$ cat config.mk
export PLATFORM = sky130hd
export DESIGN_NAME = mem_arbiter
export DESIGN_NICKNAME = d
export VERILOG_FILES = /design/src/rtl/mem_arbiter.sv
export SDC_FILE = /design/constraint.sdc
export NUM_CORES = 1
export LEC_CHECK = 0
export ABC_CLOCK_PERIOD_IN_PS = 2900
export BUFFER_PORTS_ARGS = -buffer_cell sky130_fd_sc_hd__buf_2
export CORE_AREA = 2 2 97 99
export CTS_CLUSTER_DIAMETER = 120
export DETAILED_ROUTE_END_ITERATION = 10
export DIE_AREA = 0 0 99 101
export HOLD_SLACK_MARGIN = 0.08
export SLEW_MARGIN = 10
export SYNTH_ARGS = -nofsm -noshare
export SYNTH_HDL_FRONTEND = slang
export SYNTH_SLANG_ARGS = --single-unit
$ cat constraint.sdc
create_clock -name clk -period 2.9 [get_ports clk]
set_input_delay 0.29 -clock clk [delete_from_list [all_inputs] [get_ports clk]]
set_output_delay 0.29 -clock clk [all_outputs]
set_load 0.005 [all_outputs]
$ cat src/rtl/mem_arbiter.sv
// mem_arbiter: shares the single-port unified instruction/data RAM between
// the fetch requester and the load/store requester.
//   - At most one RAM access per cycle. Data wins unless fetch has waited
//     STARVE_LIMIT consecutive data grants, in which case fetch is forced.
//   - Tracks the one-cycle read latency and steers mem_rdata back to the
//     requester that issued the read. if_flush kills a fetch at issue or return.
// Ports:
//   clk, rst_n                       clock, async active-low reset
//   if_req/if_addr/if_flush          fetch request, PC byte address, flush
//   if_gnt, stall                    fetch accepted / fetch stalled (comb)
//   if_valid/if_inst                 fetch response (inst is 0 when invalid)
//   d_req/d_we/d_addr/d_wdata        load/store request
//   d_gnt                            data accepted (comb)
//   d_rvalid/d_rdata/d_err           load response, address-error pulse
//   mem_en/mem_we/mem_addr/mem_wdata RAM command (comb)
//   mem_rdata                        RAM read data, one cycle after issue
// Optional build macro MEM_ARB_ADDR_CHECK_EN: misaligned or out-of-range data
// accesses are granted but not sent to the RAM, and raise d_err next cycle
// (a load also returns d_rvalid with zero data). Without it d_err is 0 and
// addresses are simply truncated to the RAM word index.
module mem_arbiter #(
  parameter int unsigned ADDR_WIDTH   = 12,
  parameter int unsigned DATA_WIDTH   = 32,
  parameter int unsigned STARVE_LIMIT = 4
) (
  input  logic                  clk,
  input  logic                  rst_n,
  input  logic                  if_req,
  input  logic [31:0]           if_addr,
  input  logic                  if_flush,
  output logic                  if_gnt,
  output logic                  if_valid,
  output logic [DATA_WIDTH-1:0] if_inst,
  output logic                  stall,
  input  logic                  d_req,
  input  logic                  d_we,
  input  logic [31:0]           d_addr,
  input  logic [DATA_WIDTH-1:0] d_wdata,
  output logic                  d_gnt,
  output logic                  d_rvalid,
  output logic [DATA_WIDTH-1:0] d_rdata,
  output logic                  d_err,
  output logic                  mem_en,
  output logic                  mem_we,
  output logic [ADDR_WIDTH-1:0] mem_addr,
  output logic [DATA_WIDTH-1:0] mem_wdata,
  input  logic [DATA_WIDTH-1:0] mem_rdata
);

  localparam int unsigned CNT_W = 4;

  typedef enum logic [1:0] {
    RESP_NONE = 2'd0,
    RESP_IF   = 2'd1,
    RESP_DATA = 2'd2
  } resp_e;

  resp_e            resp_src, resp_next;
  logic [CNT_W-1:0] starve_cnt, starve_next;
  logic             err_q, err_next;
  logic             force_if;
  logic             d_bad;
  logic             unused_addr_bits;

  // Byte-address bits that never reach the RAM in the default build.
  assign unused_addr_bits = ^{if_addr[31:ADDR_WIDTH+2], if_addr[1:0],
                              d_addr[31:ADDR_WIDTH+2], d_addr[1:0]};

  // State register: response tracker, starvation counter, error flag.
  always_ff @(posedge clk or negedge rst_n) begin
    if (!rst_n) begin
      resp_src   <= RESP_NONE;
      starve_cnt <= '0;
      err_q      <= 1'b0;
    end else begin
      resp_src   <= resp_next;
      starve_cnt <= starve_next;
      err_q      <= err_next;
    end
  end

  // Grant, RAM command, next tracker state and response steering.
  always_comb begin
    resp_next   = RESP_NONE;
    starve_next = '0;
    err_next    = 1'b0;
    d_bad       = 1'b0;
    if_gnt      = 1'b0;
    d_gnt       = 1'b0;
    stall       = 1'b0;
    mem_en      = 1'b0;
    mem_we      = 1'b0;
    mem_addr    = if_addr[ADDR_WIDTH+1:2];
    mem_wdata   = d_wdata;
    if_valid    = 1'b0;
    if_inst     = '0;
    d_rvalid    = 1'b0;
    d_rdata     = '0;
    d_err       = err_q;

    force_if = if_req & d_req & (starve_cnt == CNT_W'(STARVE_LIMIT));
    d_gnt    = d_req & ~force_if;
    if_gnt   = if_req & ~d_gnt;
    stall    = if_req & ~if_gnt;

`ifdef MEM_ARB_ADDR_CHECK_EN
    d_bad = d_gnt & ((d_addr[1:0] != 2'b00) | (d_addr[31:ADDR_WIDTH+2] != '0));
`endif

    // An erroring data access still owns the cycle but never touches the RAM.
    mem_en   = if_gnt | (d_gnt & ~d_bad);
    mem_we   = d_gnt & d_we & ~d_bad;
    if (d_gnt) mem_addr = d_addr[ADDR_WIDTH+1:2];
    err_next = d_bad;

    if (d_gnt && !d_we)           resp_next = RESP_DATA;
    else if (if_gnt && !if_flush) resp_next = RESP_IF;

    // Counts data grants that made a waiting fetch lose; any fetch grant or
    // idle fetch cycle restarts the count.
    if (if_req && !if_gnt) begin
      starve_next = starve_cnt;
      if (d_gnt && (starve_cnt < CNT_W'(STARVE_LIMIT)))
        starve_next = starve_cnt + CNT_W'(1);
    end

    if_valid = (resp_src == RESP_IF) & ~if_flush;
    if (if_valid) if_inst = mem_rdata;
    d_rvalid = (resp_src == RESP_DATA);
    if (d_rvalid && !err_q) d_rdata = mem_rdata;
  end

endmodule
==> out/results.tsv <==
stage	metric	value	unit
synth	synth_cells	151	
clock_network	cts_root_buf	clkbuf_8	
layout	nNetsFinal	398	
timing	finalSetupViolCount	0	
global_routing	antenna_found_initial	0	
clock_network	clock_latency	220	ps
global_routing	grt_max_degree	34	
critical_path	cp_max_fo	15	
critical_path	startpoint	starve_cnt[0]	
layout	fillers	1024	
clock_network	cts_resized	0	
floorplanning	start_util	13.2	%
timing	slew_violations	0	
floorplanning	die_w	99	um
floorplanning	core_area	8980	um2
synth	synthTopCellsByArea	and2_1, buf_4, dfrtp_1, mux2_4, mux2_2	
job	drv_cap	0	
power_and_ir_drop	vdd_drop_max	0.174	mV
layout	area_delta_synth_final	53.2	%
floorplanning	die_area	10000	um2
timing	max_slew_margin	36.2	%
layout	multi_input_area	721	um2
critical_path	startpoint_type	flop	
synth	synth.net_count	287	
power_and_ir_drop	seq_power_share	24.3	%
layout	drive_gt1_share	63.5	%
critical_path	path_cells	inv_1 > ha_1 > nand3b_4 > o21ai_4 > mux2_2 > buf_2	
critical_path	critical_path.slowest_cell	o21ai_4	
placed_design	globalplace.congestion	0.701	
clock_network	ctsHtreeMaxLevel	1	
power_and_ir_drop	p_comb_share	41.5	%
timing	setup_tns	0	ps
synth	ys_ff_latch	6	
timing	worst_slew_pin_slew	953	ps
global_routing	use_met3	2.29	%
critical_path	slowest_delay	440	ps
global_routing	top_usage_layer	met2	
critical_path	cp.required	2610	ps
floorplanning	num_io_pins	250	
critical_path	cp-end-kind	primary output	
power_and_ir_drop	p_total	0.365	mW
critical_path	timing.rr.start	starve_cnt[0]	
synth	yosysTopAreaCell	and2_1	
synth	synth-edff-count	0	
placed_design	dp_hpwl	3.04	mm
timing	period_share	77.1	%
synth	synth_top_area_share	33.8	%
placed_design	pre_cts_ws	866	ps
critical_path	critPathArrivalTime	1950	ps
synth	yosysMostFrequentCell	and2_1	
global_routing	gr-total-overflow	0	
global_routing	track_usage	6.12	%
global_routing	grt_pass1_wl	5.09	mm
synth	synth-async-reset-ratio	100	%
clock_network	cts_inserted_buffers	3	
power_and_ir_drop	p_sw	0.0992	mW
hold_path	hold_class	in2reg	
outcome	outcome	completed	
clock_network	clkTransAtPathRegs	40	ps
route	vias	1319	
power_and_ir_drop	internal-power	0.266	mW
timing	rsz0062_at_grt	no	
global_routing	grt_pass1_vias	1151	
placed_design	port_buffers	144	
synth	avgSynthCellArea	7.85	um2
global_routing	grt_util_met2	11.4	%
route	post_drt_wl_per_cell	9.21	um
clock_network	cts_num_sinks	6	
power_and_ir_drop	clockPowerShare	34.2	%
power_and_ir_drop	switching_share	27.2	%
route	first_iter_violations	8	
route	antenna_left	0	
route	drt_pass1_iterations	3	
critical_path	worstSetupPathType	reg2out	
timing	setup_slack	664	ps
hold_path	hp-start	d_we	
clock_network	ctsLongestPathBuffers	2	
power_and_ir_drop	leakage	1.13	nW
synth	ys.flop_type	dfrtp_1	
layout	n_antenna_cell	0	
route	wl	3.42	mm
power_and_ir_drop	power_density	201	nW/um2
synth	synth_cell_type_count	21	
timing	fin_crit	2240	ps
timing	hold_viol_final	0	
layout	seqCellArea	150	um2
synth	ys_seq_area_share	12.7	%
floorplanning	fp-row-count	35	
timing	finalClockSkew	1.90	ps
floorplanning	die_y	101	um
route	drc	0	
synth	ys_top_cells_by_count	and2_1, buf_4, inv_1, mux2_4	
critical_path	reg2reg_setup_slack	1470	ps
route	avgViaCountPerCell	3.56	
timing	fmax	447	MHz
synth	syn_area	1180	um2
clock_network	cts_tree	built	
synth	yosys_warnings	0	
global_routing	use_met1	6.15	%
cell families after synthesis:
family | Yosys count | share of synthesized area, %
compound gates | 5 | 3.06
xor+xnor | 1 | 0.739
fa+ha+maj | 2 | 2.11
buf+inv | 47 | 26.7
flops | 6 | 12.7
mux | 12 | 13.6
other cells | 1 | 0.316
simple gates | 77 | 40.8
what timing repair did:
action	4_1_cts	5_1_grt
hold buffers	1	0
buffers inserted	0	0
endpoints found under the hold margin	6	0
layout by cell type, fill, tap and decap left out, drive strengths merged, types with 2 or more instances in the layout:
cell type	count
and2	64
dfrtp	6
mux2	12
o21ai	2
buf	145
nor2b	2
ha	2
clkbuf	3
a21oi	3
nor2	6
inv	7
power by group through the flow:
stage	sequential (mW)	combinational, mW	clock (mW)
global placement	0.0897	0.150	0
floorplan	0.0893	0.104	0
finish	0.0888	0.151	0.125
CTS	0.0888	0.155	0.128
detailed placement	0.0899	0.154	0
global route	0.0892	0.170	0.134
stage by stage:
step	utilization (%)	std cells	cell area [um2]	hold slack (ps)
4_1_cts	20.2	371	1820	237
6_report	20.2	371	1820	235
3_5_place_dp	19.7	367	1760	125
2_1_floorplan	-	151	1180	-5.59
3_3_place_gp	19.7	367	1760	120
5_1_grt	20.2	371	1820	242
worst paths after layout:
kind / to / cells past startpoint
worst max-delay path: mem_addr[0] / 6
worst min-delay path: resp_src[1] / 2
worst max register to register: resp_src[1] / 5
worst min register to register: starve_cnt[3] / 2
max in group asynchronous: starve_cnt[2] / 2
min in group asynchronous: starve_cnt[1] / 2
worst max-delay path, delay by kind of cell, from the launching register on:
family	cells	cell delay [ps]
buf+inv	2	190
flops	1	390
mux	1	390
compound gates	1	440
simple gates	1	110
fa+ha+maj	1	190
layer usage:
metal	share of wire [%]	wire length, um
met1	32	1100
met2	50	1700
met3	17	575
met4	1.3	43
met5	0	0
registers in the layout, summed over array words and instances, names as in the netlist:
name / cells
resp_src: 2
starve_cnt: 4
cell type report:
type | count | share of cell area (%)
multi-input combinational | 98 | 39.7
tap | 111 | 7.65
inverter | 7 | 1.45
sequential | 6 | 8.27
clock buffer | 3 | 2.27
timing repair buffer | 146 | 40.7
(Power assumes the default switching activity.)
